`src/rtl/dec_sched_pkg.sv`:
```
// Shared types and constants for the dec_sched timer scheduler.
//   chan_state_e : per-channel FSM state (IDLE / RUN)
//   chan_idx_t   : channel index for the default four-channel build
package dec_sched_pkg;

  localparam int unsigned DecSchedMinWidth    = 2;
  localparam int unsigned DecSchedNumChanDflt = 4;
  localparam int unsigned DecSchedChanW       = $clog2(DecSchedNumChanDflt);

  typedef enum logic {
    IDLE = 1'b0,
    RUN  = 1'b1
  } chan_state_e;

  typedef logic [DecSchedChanW-1:0] chan_idx_t;

endpackage

```
`src/rtl/Dec.sv`:
```
// Dec: combinational decrement-by-one, y = a - 1 (modulo 2^width).
//   width : word width
//   speed : 0 serial borrow chain, otherwise parallel-prefix form
//   a     : operand
//   y     : a - 1
module Dec #(
  parameter int unsigned width = 8,
  parameter int unsigned speed = 0
) (
  input  logic [width-1:0] a,
  output logic [width-1:0] y
);

  if (speed == 0) begin : g_serial
    // Ripple borrow: bit i flips while every lower bit of a is zero.
    always_comb begin
      logic borrow;
      borrow = 1'b1;
      y      = '0;
      for (int i = 0; i < int'(width); i++) begin
        y[i]   = a[i] ^ borrow;
        borrow = borrow & ~a[i];
      end
    end
  end else begin : g_prefix
    assign y = a - width'(1);
  end

endmodule

```
`src/rtl/dec_sched.sv`:
```
// dec_sched: round-robin down-counter scheduler sharing one Dec among
// NumChan timer channels. Optional periodic mode under DEC_SCHED_RELOAD_EN.
//   clk_i, rst_ni        : clock, async active-low reset
//   en_i                 : advance pointer and decrement visited channel
//   load_valid_i/ready_o : load handshake (ready high whenever out of reset)
//   load_chan_i/value_i  : load target and start count (0 cancels)
//   rd_chan_i/rd_value_o : combinational count read port
//   expire_o             : registered one-cycle expiry pulse per channel
//   busy_o               : OR of all channel RUN states
module dec_sched
  import dec_sched_pkg::*;
#(
  parameter int unsigned width   = 8,
  parameter int unsigned speed   = 0,
  parameter int unsigned NumChan = 4
) (
  input  logic                       clk_i,
  input  logic                       rst_ni,
  input  logic                       en_i,
  input  logic                       load_valid_i,
  output logic                       load_ready_o,
  input  logic [$clog2(NumChan)-1:0] load_chan_i,
  input  logic [width-1:0]           load_value_i,
  input  logic [$clog2(NumChan)-1:0] rd_chan_i,
  output logic [width-1:0]           rd_value_o,
  output logic [NumChan-1:0]         expire_o,
  output logic                       busy_o
);

  localparam int unsigned ChanW = $clog2(NumChan);
  localparam logic [ChanW-1:0] LastChan = ChanW'(NumChan - 1);

  logic [ChanW-1:0]   ptr_q, ptr_d;
  logic [width-1:0]   cnt_q [NumChan];
  logic [width-1:0]   cnt_d [NumChan];
  chan_state_e        state_q [NumChan];
  chan_state_e        state_d [NumChan];
  logic [NumChan-1:0] expire_d;
  logic               ready_q;
  logic [width-1:0]   dec_in, dec_out;
  logic               visit_last;
  logic               load_fire;
`ifdef DEC_SCHED_RELOAD_EN
  logic [width-1:0]   reload_q [NumChan];
  logic [width-1:0]   reload_d [NumChan];
`endif

  // The single shared decrementer sees the channel under the pointer.
  assign dec_in     = cnt_q[ptr_q];
  assign visit_last = (dec_in == width'(1));
  assign load_fire  = load_valid_i & ready_q;

  Dec #(
    .width(width),
    .speed(speed)
  ) u_dec (
    .a(dec_in),
    .y(dec_out)
  );

  // State register.
  always_ff @(posedge clk_i or negedge rst_ni) begin
    if (!rst_ni) begin
      ptr_q    <= '0;
      expire_o <= '0;
      ready_q  <= 1'b0;
      for (int i = 0; i < int'(NumChan); i++) begin
        cnt_q[i]    <= '0;
        state_q[i]  <= IDLE;
`ifdef DEC_SCHED_RELOAD_EN
        reload_q[i] <= '0;
`endif
      end
    end else begin
      ptr_q    <= ptr_d;
      expire_o <= expire_d;
      ready_q  <= 1'b1;
      cnt_q    <= cnt_d;
      state_q  <= state_d;
`ifdef DEC_SCHED_RELOAD_EN
      reload_q <= reload_d;
`endif
    end
  end

  // Next state: visit first, then a load overrides the same channel.
  always_comb begin
    ptr_d    = ptr_q;
    cnt_d    = cnt_q;
    state_d  = state_q;
    expire_d = '0;
`ifdef DEC_SCHED_RELOAD_EN
    reload_d = reload_q;
`endif

    if (en_i) begin
      ptr_d = (ptr_q == LastChan) ? '0 : ptr_q + ChanW'(1);
      if (state_q[ptr_q] == RUN) begin
        expire_d[ptr_q] = visit_last;
`ifdef DEC_SCHED_RELOAD_EN
        cnt_d[ptr_q] = visit_last ? reload_q[ptr_q] : dec_out;
`else
        cnt_d[ptr_q] = dec_out;
        if (visit_last) begin
          state_d[ptr_q] = IDLE;
        end
`endif
      end
    end

    if (load_fire) begin
      cnt_d[load_chan_i]    = load_value_i;
      expire_d[load_chan_i] = 1'b0;
      state_d[load_chan_i]  = (load_value_i != '0) ? RUN : IDLE;
`ifdef DEC_SCHED_RELOAD_EN
      reload_d[load_chan_i] = load_value_i;
`endif
    end
  end

  // Busy reflects the registered channel states.
  always_comb begin
    busy_o = 1'b0;
    for (int i = 0; i < int'(NumChan); i++) begin
      busy_o = busy_o | (state_q[i] == RUN);
    end
  end

  assign load_ready_o = ready_q;
  assign rd_value_o   = cnt_q[rd_chan_i];

endmodule

```
`config.mk`:
```
export PLATFORM = sky130hd
export DESIGN_NAME = dec_sched
export DESIGN_NICKNAME = d
export VERILOG_FILES = /design/src/rtl/dec_sched_pkg.sv /design/src/rtl/Dec.sv /design/src/rtl/dec_sched.sv
export SDC_FILE = /design/constraint.sdc
export NUM_CORES = 1
export LEC_CHECK = 0
export ABC_CLOCK_PERIOD_IN_PS = 3550
export CAP_MARGIN = 15
export CORE_MARGIN = 5
export CORE_UTILIZATION = 56
export DETAILED_ROUTE_END_ITERATION = 7
export GPL_TIMING_DRIVEN = 0
export PLACE_DENSITY_LB_ADDON = 0.3
export SYNTH_ARGS = -nofsm -noshare
export SYNTH_HDL_FRONTEND = slang
export SYNTH_HIERARCHICAL = 1
export SYNTH_SLANG_ARGS = --single-unit
```
`constraint.sdc`:
```
create_clock -name clk_i -period 3.55 [get_ports clk_i]
set_clock_uncertainty 0.1 [all_clocks]
set_input_delay 1.065 -clock clk_i [delete_from_list [all_inputs] [get_ports clk_i]]
set_output_delay 1.065 -clock clk_i [all_outputs]
set_load 0.1 [all_outputs]
```
==> results of run 1 <==
==> worst max-delay path by stage <==
| stage | start | end | slack (ps) |
|---|---|---|---|
| CTS | rd_chan_i[0] | rd_value_o[4] | 130 |
| global placement | rd_chan_i[0] | rd_value_o[3] | -830 |
| floorplan | rd_chan_i[0] | rd_value_o[0] | 60 |
| detailed placement | rd_chan_i[0] | rd_value_o[7] | -830 |
| finish | rd_chan_i[0] | rd_value_o[4] | 150 |
| global route | rd_chan_i[0] | rd_value_o[4] | 80 |
==> flip-flops by register name (all words and copies together), names as in the netlist <==
signal,cells
cnt_q,32
expire_o,4
state_q,4
ptr_q,2
load_ready_o,1
==> per-stage QoR <==
stage / instance area [um^2] / hold WS [ps] / util [%]
after floorplan: 2597 / 423.1 / -
after global placement: 2933 / 457.3 / 66.44
after detailed placement: 2955 / 467.6 / 66.95
after CTS: 3019 / 482.6 / 68.40
after global routing: 3019 / 508.6 / 68.40
final: 3019 / 487.7 / 68.40
==> cell type report <==
type                            count  area (um^2)
Inverter                           15        56.30
Clock buffer                        6        72.57
Tap cell                           52        65.06
Fill cell                         339         1395
Sequential cell                    43         1076
Timing Repair Buffer               29        252.7
Clock inverter                      1        30.03
Multi-Input combinational cell    163         1406
Buffer                             12        60.06
==> routing by layer <==
layer  global-route usage [%]  up-vias  part of all wire [%]
li1                         -      904                     -
met1                    29.33      957                    42
met2                    36.26       64                    50
met3                    4.805        9                   6.9
met4                    8.784        0                   1.2
met5                        0        -                     0
==> cell usage in the layout (no fill, tap or decap) <==
| cell | n |
|---|---|
| bufinv_16 | 1 |
| nor2b_1 | 3 |
| clkbuf_8 | 5 |
| nor2_1 | 26 |
| and2_1 | 1 |
| nand2_1 | 12 |
| nor4_4 | 1 |
| clkdlybuf4s50_1 | 18 |
| ha_1 | 10 |
| nor4_1 | 2 |
| buf_6 | 1 |
| nor3_1 | 1 |
| buf_12 | 1 |
| buf_4 | 1 |
| dfrtp_1 | 43 |
| inv_1 | 15 |
| a21oi_1 | 28 |
| clkbuf_2 | 1 |
| nand3_1 | 4 |
| nor4b_4 | 1 |
| buf_1 | 1 |
| mux2i_1 | 36 |
| clkbuf_1 | 5 |
| nand2_2 | 1 |
| nand4_1 | 1 |
| nand4b_1 | 2 |
| or4_1 | 1 |
| nor3_2 | 1 |
| nor3b_2 | 3 |
| conb_1 | 1 |
| buf_2 | 14 |
| mux4_2 | 17 |
| o21ai_0 | 10 |
| xor2_1 | 1 |
==> worst min-delay path, stage by stage (launching register included) <==
cell and delay [ps]:
dfrtp_1 360, mux2i_1 80, a21oi_1 100
==> power breakdown <==
| group | total [mW] | internal [mW] | switching, mW |
|---|---|---|---|
| combinational | 1.67 | 0.616 | 1.05 |
| sequential | 0.852 | 0.698 | 0.154 |
| clock | 0.374 | 0.206 | 0.168 |
| total | 2.89 | 1.52 | 1.37 |
==> cell families after synthesis <==
group           share of synthesized area (%)
other cells                            0.1444
compound gates                          7.322
flops                                   41.43
buf+inv                                 4.431
fa+ha+maj                               4.817
xor+xnor                               0.3372
mux                                     28.61
simple gates                            12.91
==> reports/results.tsv, run 1 <==
stage	metric	value	unit
run_status	run_status	finished clean	
sta	fin_crit_sh	95.70	%
worst_setup_path	crit_arrival	2230	ps
worst_setup_path	crit_required	2380	ps
synthesis	yosys.area.top_type	dfrtp_1	
worst_setup_path	cp_slowest_stage_delay	560	ps
worst_hold_path	hp-start	state_q[2]$_DFF_PN0_	
synthesis	yosysMostFrequentCell	dfrtp_1	
sta	tightest_slew	966.8	ps
global_routing	first_global_vias	2088	
worst_setup_path	worst-path-stages	3	
detailed_routing	vias	1934	
sta	fin_setup_tns	0	ps
synthesis	synth_common_cells	dfrtp_1 (43), mux2i_1 (36), a21oi_1 (28), nor2_1 (26), mux4_2 (17)	
worst_hold_path	hold_path_end	state_q[2]$_DFF_PN0_	
synthesis	synthCells	233	
sta	min_period	3397	ps
detailed_routing	drc_errors	0	
synthesis	async_reset_ff_share	100.0	%
detailed_routing	routed_wl	6309	um
worst_setup_path	timing.rr.start	ptr_q[0]$_DFFE_PN0P_	
place	dp.cells	314	
global_routing	antenna_found_initial	0	
synthesis	syn_avg_cell_area	11.15	um^2
sta	fin_ws	152.6	ps
cts	cts_resized	41	
power_and_ir_drop	vdd_drop_max	588.9	uV
die	start_util	58.84	%
die	core_area	0.004414	mm^2
die	fp.dieH	78.11	um
worst_setup_path	r2r_setup_slack	370	ps
synthesis	synth.yosys.seq_area_share	41.43	%
power_and_ir_drop	p_leak	1.467	nW
cells_and_area	diodes	0	
cts	clock_sinks	43	
synthesis	synth_top_area_share	41.43	%
sta	hold_viol_final	0	
die	die_w	78.11	um
detailed_routing	drtIter0Drc	138	
synthesis	ys.flop_type	dfrtp_1	
worst_setup_path	r2r-end	cnt_q[15]$_DFF_PN0_	
worst_setup_path	cp-start-kind	input port	
global_routing	grt_start_max_net_pins	33	
cts	tritoncts	yes	
worst_setup_path	crit_path_max_fanout	8	
detailed_routing	vias_per_cell	6.025	
cells_and_area	final_cells	321	
die	dieArea	0.006100	mm^2
cts	ctsLongestPathBuffers	2	
cts	cts_hold_buf	0	
cells_and_area	drive_gt1_share	17.84	%
cells_and_area	synthToLayoutAreaGrowth	16.23	%
run	cap_viol_max_count	0	
die	num_rows	24	
synthesis	synthTopCellsByArea	dfrtp_1 (41%), mux4_2 (15%), mux2i_1 (14%)	
worst_setup_path	end_kind	output pin	
synthesis	synth-edff-count	0	
cells_and_area	num-nets-final	295	
synthesis	yosysUniqueCellTypes	28	
sta	timing.slew.headroom	35.35	%
global_routing	grt_pass1_wl	10570	um
synthesis	synth_seq_cells	43	
synthesis	synthesis.area	0.002597	mm^2
worst_setup_path	criticalPathCategory	input port to output pin	
cts	clk_latency	300	ps
place	numPortBuffers	27	
sta	final_max_slew_viol_count	0	
place	place_ws	-834.3	ps
cts	root_buffer	clkbuf_8	
worst_setup_path	worst_path_max_delay_cell	mux4_2	
synthesis	synth_nets	259	
place	place_congestion	0.8848	
detailed_routing	firstDrtPassIters	4	
worst_setup_path	crit_chain	clkbuf_2, mux4_2, buf_2	
global_routing	overflow	0	
worst_setup_path	cp_num_buf_inv	2	
cts	cts_setup_buffers	0	
global_routing	track_usage	22.36	%
place	dpl.hpwl	4382	um
worst_hold_path	min_path_type	flip-flop to flip-flop	
sta	setup_viol	0	
cts	cts_max_level	2	
sta	timing.fmax	0.2943	GHz
worst_hold_path	min_path_cells	2	
worst_setup_path	reg2reg_depth	12	
cts	cts_buffers	5	
detailed_routing	wl_per_cell	19.65	um
detailed_routing	antenna_left	0	
power_and_ir_drop	powerDensity	958.8	mW/mm^2
cts	path_clk_slew	70	ps
sta	rsz0062_at_grt	no	
worst_setup_path	path_delay_family	buffers and inverters	
die	ios	30	
synthesis	synth_warnings	6	
power_and_ir_drop	totalPowerFinal	2.895	mW
(Power assumes the default switching activity.)
==> inputs of run 2 (changes only) <==
- ABC_CLOCK_PERIOD_IN_PS: 3550 -> 3330
- HOLD_SLACK_MARGIN: unset -> 0.12
- RECOVER_POWER: unset -> 50
- clock period: 3.55 -> 3.33 ns (I/O delays scaled with it)
==> reports/results.tsv, run 2 (synthesis gave the netlist of run 1 again) <==
stage	metric	value	unit	change
run_status	run_status	finished clean		unchanged
sta	hold_viol_final	0		unchanged
worst_setup_path	criticalPathCategory	flip-flop to output pin		was input port to output pin
die	num_rows	24		unchanged
cells_and_area	diodes	0		unchanged
worst_setup_path	crit_arrival	2190	ps	was 2230 ps
power_and_ir_drop	vdd_drop_max	634.3	uV	was 588.9 uV
cts	tritoncts	yes		unchanged
global_routing	grt_start_max_net_pins	28		was 33
detailed_routing	firstDrtPassIters	4		unchanged
global_routing	track_usage	21.99	%	was 22.36%
sta	final_max_slew_viol_count	0		unchanged
global_routing	overflow	0		unchanged
die	fp.dieH	78.11	um	unchanged
sta	min_period	3288	ps	
detailed_routing	antenna_left	0		unchanged
die	dieArea	0.006100	mm^2	unchanged
cells_and_area	final-seq-area	0.001076	mm^2	unchanged
cells_and_area	num-nets-final	295		unchanged
detailed_routing	drtIter0Drc	207		was 138
cts	path_clk_slew	80	ps	was 70 ps
place	dp.cells	314		unchanged
cells_and_area	final_cells	322		was 321
sta	fin_setup_tns	0	ps	unchanged
sta	rsz0062_at_grt	no		unchanged
global_routing	first_global_vias	2096		was 2088
detailed_routing	routed_wl	6227	um	was 6309 um
sta	fin_crit_sh	98.73	%	
worst_setup_path	crit_path_max_fanout	3		was 8
global_routing	grt_pass1_wl	10420	um	was 10570 um
cells_and_area	top_register	cnt_q		unchanged
sta	setup_viol	0		unchanged
worst_setup_path	cp-start-kind	flip-flop		was input port
worst_setup_path	crit_required	2230	ps	was 2380 ps
die	core_area	0.004414	mm^2	unchanged
place	place_congestion	0.8691		was 0.8848
cells_and_area	top_regs	cnt_q: 32 flops, expire_o: 4 flops, state_q: 4 flops		unchanged
cts	cts_buffers	5		unchanged
detailed_routing	wl_per_cell	19.34	um	was 19.65 um
detailed_routing	vias_per_cell	6.112		was 6.025
cts	ctsLongestPathBuffers	2		unchanged
cells_and_area	n_fill_cell	360		was 339
cells_and_area	multi_input_area	0.001404	mm^2	was 0.001406 mm^2
worst_hold_path	min_path_type	flip-flop to flip-flop		unchanged
cts	clk_latency	300	ps	about the same
cells_and_area	final_cell_mix	dfrtp_1 (43), mux2i_1 (36), a21oi_1 (28), nor2_1 (26)		was dfrtp_1 (43), mux2i_1 (36), a21oi_1 (28), nor2_1 (26), clkdlybuf4s50_1 (18)
power_and_ir_drop	p_leak	1.445	nW	was 1.467 nW
power_and_ir_drop	totalPowerFinal	3.005	mW	was 2.895 mW
detailed_routing	drc_errors	0		unchanged
cts	root_buffer	clkbuf_8		unchanged
sta	tightest_slew	1460	ps	was 966.8 ps
power_and_ir_drop	powerDensity	1009	mW/mm^2	was 958.8 mW/mm^2
cells_and_area	synthToLayoutAreaGrowth	14.64	%	was 16.23%
die	die_w	78.11	um	unchanged
cts	cts_max_level	2		unchanged
global_routing	antenna_found_initial	0		unchanged
sta	timing.slew.headroom	2.646	%	was 35.35%
worst_setup_path	end_kind	output pin		unchanged
place	numPortBuffers	27		unchanged
die	ios	30		unchanged
sta	timing.fmax	0.3042	GHz	
cts	clock_sinks	43		unchanged
cells_and_area	final_common_cell	dfrtp_1		unchanged
die	start_util	58.84	%	unchanged
detailed_routing	vias	1968		was 1934
run	cap_viol_max_count	0		unchanged
cts	cts_hold_buf	0		unchanged
place	dpl.hpwl	4314	um	was 4382 um
cells_and_area	drive_gt1_share	16.67	%	was 17.84%
cells_and_area	largest_reg_flops	32		unchanged
-- run 2: critical path: stages, from the launching register on --
cell	delay, ps
dfrtp_1	390
or4_1	520
clkdlybuf4s50_1	980
-- run 2: stage by stage --
stage               area, um^2  worst slack (ps)  hold slack (ps)  utilization [%]
floorplan                 2599             179.8            423.1                -
global placement          2934            -626.6            454.2            66.47
detailed placement        2957            -622.8            466.2            66.98
CTS                       2998             30.94            483.6            67.91
global route              2978             1.002            512.4            67.46
finish                    2978             42.41            482.0            67.46
-- run 2: final cells by class --
class | instances | share of cell area (%)
well taps | 52 | 2.185
multi-input cells | 163 | 47.14
repair buffers | 29 | 7.899
inverters | 15 | 1.891
plain buffers | 12 | 2.017
flip-flops and latches | 43 | 36.13
clock buffers | 7 | 2.563
clock inverters | 1 | 0.1681
-- run 2: final timing paths --
| check | cells after the start | endpoint | from | slack (ps) |
|---|---|---|---|---|
| max | 2 | busy_o | state_q[1]$_DFF_PN0_ | 40 |
| min | 2 | state_q[1]$_DFF_PN0_ | state_q[1]$_DFF_PN0_ | 480 |
| max reg2reg | 12 | cnt_q[15]$_DFF_PN0_ | ptr_q[0]$_DFFE_PN0P_ | 250 |
| min reg2reg | 2 | state_q[1]$_DFF_PN0_ | state_q[1]$_DFF_PN0_ | 480 |
| max in group asynchronous | 2 | cnt_q[14]$_DFF_PN0_ | rst_ni | 590 |
| min in group asynchronous | 1 | cnt_q[27]$_DFF_PN0_ | rst_ni | 700 |
-- run 2: per-layer routing --
| metal | part of all wire, % | up-vias | global-route usage [%] | wire (um) |
|---|---|---|---|---|
| li1 | - | 902 | - | - |
| met1 | 42 | 984 | 29.02 | 2638 |
| met2 | 49 | 71 | 36.18 | 3065 |
| met3 | 6.5 | 11 | 3.432 | 403 |
| met4 | 1.9 | 0 | 9.122 | 119 |
| met5 | 0 | - | 0 | 0 |
-- run 2: repair_timing --
action / in CTS / in global routing
cloned: 0 / 0
buffers inserted: 0 / 0
endpoints found under the setup margin: 8 / 4
endpoints found under the hold margin: 0 / 0
gates resized for setup: 40 / 1
-- run 2: power by group --
| part | total (mW) | switching [mW] | internal (mW) |
|---|---|---|---|
| clock | 0.332 | 0.185 | 0.148 |
| sequential | 0.906 | 0.163 | 0.744 |
| combinational | 1.77 | 1.11 | 0.654 |
| total | 3.00 | 1.46 | 1.54 |
==> inputs of run 3 (changes only) <==
- ABC_AREA: unset -> 1
- CORE_UTILIZATION: 56 -> 58
- REMOVE_ABC_BUFFERS: unset -> 1
==> reports/results.tsv, run 3 <==
stage	metric	value	unit	change
detailed_routing	vias	3108		was 1968
worst_setup_path	crit_arrival	2160	ps	was 2190 ps
sta	final_max_slew_viol_count	0		unchanged
synthesis	synth.yosys.seq_area_share	33.81	%	was 41.43%
synthesis	yosysMostFrequentCell	nand2_1		was dfrtp_1
synthesis	synth_common_cells	nand2_1 (185), inv_1 (77), nand3_1 (45), dfrtp_1 (43), a21oi_1 (25)		was dfrtp_1 (43), mux2i_1 (36), a21oi_1 (28), nor2_1 (26), mux4_2 (17)
synthesis	synth_top_area_share	33.81	%	was 41.43%
synthesis	ys.flop_type	dfrtp_1		unchanged
global_routing	overflow	0		unchanged
cells_and_area	synthToLayoutAreaGrowth	13.88	%	was 14.64%
cts	path_clk_slew	80	ps	about the same
sta	timing.fmax	0.3072	GHz	was 0.3042 GHz
worst_setup_path	cp-start-kind	input port		was flip-flop
sta	hold_viol_final	0		unchanged
synthesis	synth-edff-count	0		unchanged
run	cap_viol_max_count	0		unchanged
place	place_congestion	0.9129		was 0.8691
sta	fin_crit_sh	97.77	%	was 98.73%
cells_and_area	top_regs	cnt_q: 32 flops, expire_o: 4 flops, state_q: 4 flops		unchanged
global_routing	globalRouteMet2Util	44.40	%	was 36.18%
cells_and_area	diodes	0		unchanged
power_and_ir_drop	totalPowerFinal	3.358	mW	was 3.005 mW
cts	clock_sinks	43		unchanged
worst_setup_path	cp_slowest_stage_delay	310	ps	was 980 ps
cells_and_area	final_cells	574		was 322
detailed_routing	drtIter0Drc	312		was 207
sta	rsz0062_at_grt	no		unchanged
place	dpl.hpwl	5743	um	was 4314 um
power_and_ir_drop	swShare	53.30	%	was 48.58%
cts	tritoncts	yes		unchanged
power_and_ir_drop	power.share.clock	11.1	%	about the same
cts	clk_latency	300	ps	about the same
sta	setup_viol	0		unchanged
synthesis	yosys.area.top_type	dfrtp_1		unchanged
power_and_ir_drop	p_leak	2.057	nW	was 1.445 nW
die	start_util	58.89	%	was 58.84%
detailed_routing	wl_per_cell	15.77	um	was 19.34 um
worst_setup_path	crit_required	2230	ps	about the same
die	fp.dieH	84.08	um	was 78.11 um
synthesis	yosysUniqueCellTypes	25		was 28
synthesis	synth_seq_cells	43		unchanged
place	dp.cells	558		was 314
cells_and_area	top_register	cnt_q		unchanged
die	die_w	84.08	um	was 78.11 um
worst_setup_path	end_kind	output pin		unchanged
sta	timing.slew.headroom	11.25	%	was 2.646%
global_routing	track_usage	26.78	%	was 21.99%
synthesis	synthTopCellsByArea	dfrtp_1 (34%), nand2_1 (22%), inv_1 (9.1%)		was dfrtp_1 (41%), mux4_2 (15%), mux2i_1 (14%)
power_and_ir_drop	powerDensity	926.3	mW/mm^2	was 1009 mW/mm^2
synthesis	async_reset_ff_share	100.0	%	unchanged
cells_and_area	num-nets-final	527		was 295
synthesis	synthCells	470		was 233
power_and_ir_drop	pwr-share-comb	60.1	%	was 58.8%
die	ios	30		unchanged
cts	root_buffer	clkbuf_8		unchanged
cts	ctsLongestPathBuffers	2		unchanged
worst_setup_path	criticalPathCategory	input port to output pin		was flip-flop to output pin
run_status	run_status	finished clean		unchanged
worst_setup_path	crit_top_cell	buf_4		
worst_setup_path	worst_path_max_delay_cell	buf_4		was clkdlybuf4s50_1
sta	hold_ws	503.0	ps	was 482.0 ps
die	dieArea	0.007069	mm^2	was 0.006100 mm^2
synthesis	synth_warnings	6		unchanged
detailed_routing	antenna_left	0		unchanged
sta	min_period	3256	ps	was 3288 ps
detailed_routing	vias_per_cell	5.415		was 6.112
worst_setup_path	crit_chain	buf_4, clkinvlp_4, buf_4, o21ai_0, a21oi_1, a21oi_1, buf_4		was or4_1, clkdlybuf4s50_1
global_routing	busiest_layer	met2		unchanged
detailed_routing	firstDrtPassIters	5		was 4
synthesis	synthesis.area	0.003183	mm^2	was 0.002597 mm^2
cts	cts_buffers	5		unchanged
cells_and_area	largest_reg_flops	32		unchanged
detailed_routing	drc_errors	0		unchanged
power_and_ir_drop	pwr-share-seq	28.8	%	was 30.2%
global_routing	grt_start_max_net_pins	24		was 28
cells_and_area	n_fill_cell	488		was 360
power_and_ir_drop	internal_power	1.568	mW	was 1.545 mW
die	core_area	0.005405	mm^2	was 0.004414 mm^2
detailed_routing	routed_wl	9051	um	was 6227 um
cells_and_area	final-seq-area	0.001080	mm^2	was 0.001076 mm^2
place	numPortBuffers	29		was 27
cts	cts_max_level	2		unchanged
sta	tightest_slew	1331	ps	was 1460 ps
global_routing	gr-usage-met3	5.133	%	was 3.432%
die	num_rows	27		was 24
cells_and_area	final_common_cell	nand2_1		was dfrtp_1
global_routing	grt_pass1_wl	14930	um	was 10420 um
power_and_ir_drop	p_sw	1.790	mW	was 1.460 mW
power_and_ir_drop	vdd_drop_max	519.0	uV	was 634.3 uV
worst_setup_path	path_delay_family	buffers and inverters		unchanged
worst_hold_path	min_path_type	flip-flop to flip-flop		unchanged
global_routing	met1_usage	33.91	%	was 29.02%
cells_and_area	multi_input_area	0.001669	mm^2	was 0.001404 mm^2
cells_and_area	drive_gt1_share	13.75	%	was 16.67%
global_routing	antenna_found_initial	0		unchanged
cells_and_area	final_cell_mix	nand2_1 (186), inv_1 (74), nand3_1 (46), dfrtp_1 (42), a21oi_1 (24)		was dfrtp_1 (43), mux2i_1 (36), a21oi_1 (28), nor2_1 (26)
worst_setup_path	cp_num_buf_inv	4		was 1
synthesis	syn_avg_cell_area	6.772	um^2	was 11.15 um^2
cells_and_area	fin_util	67.06	%	was 67.46%
global_routing	first_global_vias	2965		was 2096
worst_setup_path	crit_path_max_fanout	10		was 3
-- run 3: changes by cell type after synthesis, sizes merged, moves of 5 or more --
cell	before	now
nand2	13	207
inv	15	79
nand3	4	57
mux2i	36	0
mux4	17	0
nor2	26	21
-- run 3: path summary, 6_finish.rpt --
kind                                              to  slack, ps                  from  depth (start not counted)
worst max-delay path                   rd_value_o[1]         70          rd_chan_i[0]                          7
worst min-delay path             cnt_q[23]$_DFF_PN0_        500   cnt_q[23]$_DFF_PN0_                          4
worst max register to register  state_q[2]$_DFF_PN0_        190  ptr_q[0]$_DFFE_PN0P_                          9
worst min register to register   cnt_q[23]$_DFF_PN0_        500   cnt_q[23]$_DFF_PN0_                          4
max in group asynchronous       state_q[3]$_DFF_PN0_       1470                rst_ni                          1
min in group asynchronous        cnt_q[11]$_DFF_PN0_        880                rst_ni                          1
-- run 3: kinds of logic after synthesis --
| family | after synthesis | share of synthesized area (%) |
|---|---|---|
| simple gates | 287 | 43.67 |
| flops | 43 | 33.80 |
| compound gates | 35 | 5.503 |
| other cells | 1 | 0.1178 |
| buf+inv | 94 | 12.97 |
| fa+ha+maj | 10 | 3.931 |
-- run 3: per-stage QoR --
stage	worst slack (ps)	TNS [ps]	cell area [um^2]
final	74.29	0	3625
after global routing	5.425	0	3625
after CTS	89.50	0	3650
after detailed placement	-1634	-16850	3476
after global placement	-1572	-17250	3453
after floorplan	-691.6	-5533	3073
-- run 3: worst min-delay path: stages (launching register included) --
cell	delay (ps)
dfrtp_1	350
inv_1	50
nand2_1	60
nand3_1	70
nand2_1	50
-- run 3: power by group through the flow --
stage          sequential (mW)  combinational, mW  clock [mW]
3_5_place_dp             0.963               1.97           0
6_report                 0.968               2.02       0.372
3_3_place_gp             0.953               1.93           0
4_1_cts                  0.957               2.02       0.374
2_1_floorplan            0.906               1.58           0
5_1_grt                  0.999               2.25       0.404
-- run 3: repair_timing --
| action | 4_1_cts | 5_1_grt |
|---|---|---|
| gates cloned | 2 | 0 |
| hold buffers | 0 | 0 |
| setup buffers | 6 | 0 |
| endpoints found under the setup margin | 24 | 9 |
| resized for setup | 64 | 3 |
-- run 3: routing by layer --
| metal | part of all wire [%] | wire (um) |
|---|---|---|
| met1 | 41 | 3668 |
| met2 | 46 | 4196 |
| met3 | 9.2 | 837 |
| met4 | 3.8 | 348 |
| met5 | 0 | 0 |
-- run 3: layout make-up --
cell class,count,area share (%)
well taps,72,2.485
flip-flops and latches,43,29.79
repair buffers,36,9.941
multi-input cells,333,46.05
clock buffers,8,2.761
repair inverters,2,0.3452
inverters,80,8.630
==> RTL change (settings of run 2) <==
Build with the macro `DEC_SCHED_RELOAD_EN` defined.
--- a/src/rtl/dec_sched.sv
+++ b/src/rtl/dec_sched.sv
@@ -7,6 +7,8 @@
 //   rd_chan_i/rd_value_o : combinational count read port
 //   expire_o             : registered one-cycle expiry pulse per channel
 //   busy_o               : OR of all channel RUN states
+`define DEC_SCHED_RELOAD_EN
+
 module dec_sched
   import dec_sched_pkg::*;
 #(
Formal check against the unedited RTL: not equivalent (Yosys sat finds a counterexample within 4 cycles, from zero or initial values and one cycle with rst_ni low).
==> RTL change against run 2 <==
- the run now ends with capacitance limit, slew limit left
- wire length grew 100%
- sequential cell count increased by 32
- first-iteration DRC count increased by 96%
- maximum frequency increased by 1.9%
- combinational power grew 64%
- count of clock-buffer cells in the layout rose by 2
- synthesized area grew 66%
- setup slack better by 0.062 ns
- total power rose by 71%
- global-route usage rose by 5.0 points
- utilization fell by 2.6 points
- worst hold slack worse by 0.10 ns
- design area rose by 66%
- largest power group unchanged
- highest routed layer unchanged
==> RTL change: results <==
group,metric,value,unit
yosys,synth_fp_nets,404,
detailed_routing,drt_iter0_drc,406,
timing,whs,0.382,ns
flow_run,cap_violations,1,
place,gp_congestion,0.955,
cells_and_area,final_cells,524,
place,place_hpwl,8.45,mm
power,p_leak,2.13,nW
power,peakVddDrop,0.538,mV
yosys,synth_area_leaders,"dfrtp_1, mux4_2, mux2_2",
place,pre_cts_ws,-0.752,ns
yosys,synth.mux.area_fraction,0.193,
yosys,synth_compound_area_frac,0.124,
run_status,outcome,"finished with violations",
global_routing,track_usage,0.270,
global_routing,grt_pass1_wl,20.1,mm
cts,cts_made_buffers,9,
power,p_int,2.65,mW
detailed_routing,drt_wl_total,12.6,mm
cts,cts_resized,43,
detailed_routing,vias_per_cell,6.93,
yosys,ys_types,30,
place,dp.cells,508,
run_status,violations,"capacitance limit, slew limit",
yosys,synth_commonest_cells,"dfrtp_1, nand3_1, nand4_1",
cells_and_area,drive_above_1_share,0.239,
timing,maxSlewViolCount,29,
-- RTL change: final timing paths --
kind | from | end | depth (start not counted)
worst min-delay path | reload_q[0] | reload_q[0] | 2
max in group asynchronous | rst_ni | cnt_q[19] | 1
worst max register to register | ptr_q[0] | cnt_q[31] | 12
worst min register to register | reload_q[0] | reload_q[0] | 2
worst max-delay path | rd_chan_i[0] | rd_value_o[3] | 3
min in group asynchronous | rst_ni | cnt_q[29] | 1
-- RTL change: layer usage --
metal	wire, µm	vias to the layer above	track usage
met3	1160	48	0.0650
li1	-	1555	-
met5	0	-	0
met2	5840	226	0.403
met1	5160	1802	0.375
met4	460	0	0.130
-- RTL change: worst max-delay path: stages --
cell      delay (ns)
clkbuf_4        0.25
mux4_2          0.56
buf_2           0.31
-- RTL change: area by class of cell --
type | count | area (µm²)
buffer | 37 | 219
clock buffer | 9 | 124
clock inverter | 7 | 116
fill | 649 | 2670
inverter | 16 | 60.1
multi-input combinational | 250 | 2160
sequential | 75 | 1880
tap | 102 | 128
timing repair buffer | 28 | 250
-- RTL change: through the flow --
step,utilization,power (mW)
after global placement,0.619,4.17
after detailed placement,0.623,4.24
after global routing,0.649,5.37
after floorplan,-,3.45
final,0.649,5.14
after CTS,0.649,5.05
-- RTL change: cell families after synthesis --
family / after synthesis
simple gates: 115
flops: 75
compound gates: 74
buf+inv: 53
mux: 49
fa+ha+maj: 10
other cells: 1
xor+xnor: 1
-- RTL change: power by group through the flow --
stage / logic (mW) / clock network (mW) / registers (mW)
2_1_floorplan: 2.11 / 0 / 1.34
3_3_place_gp: 2.81 / 0 / 1.37
3_5_place_dp: 2.85 / 0 / 1.38
4_1_cts: 2.82 / 0.857 / 1.37
5_1_grt: 3.06 / 0.898 / 1.41
6_report: 2.91 / 0.854 / 1.38
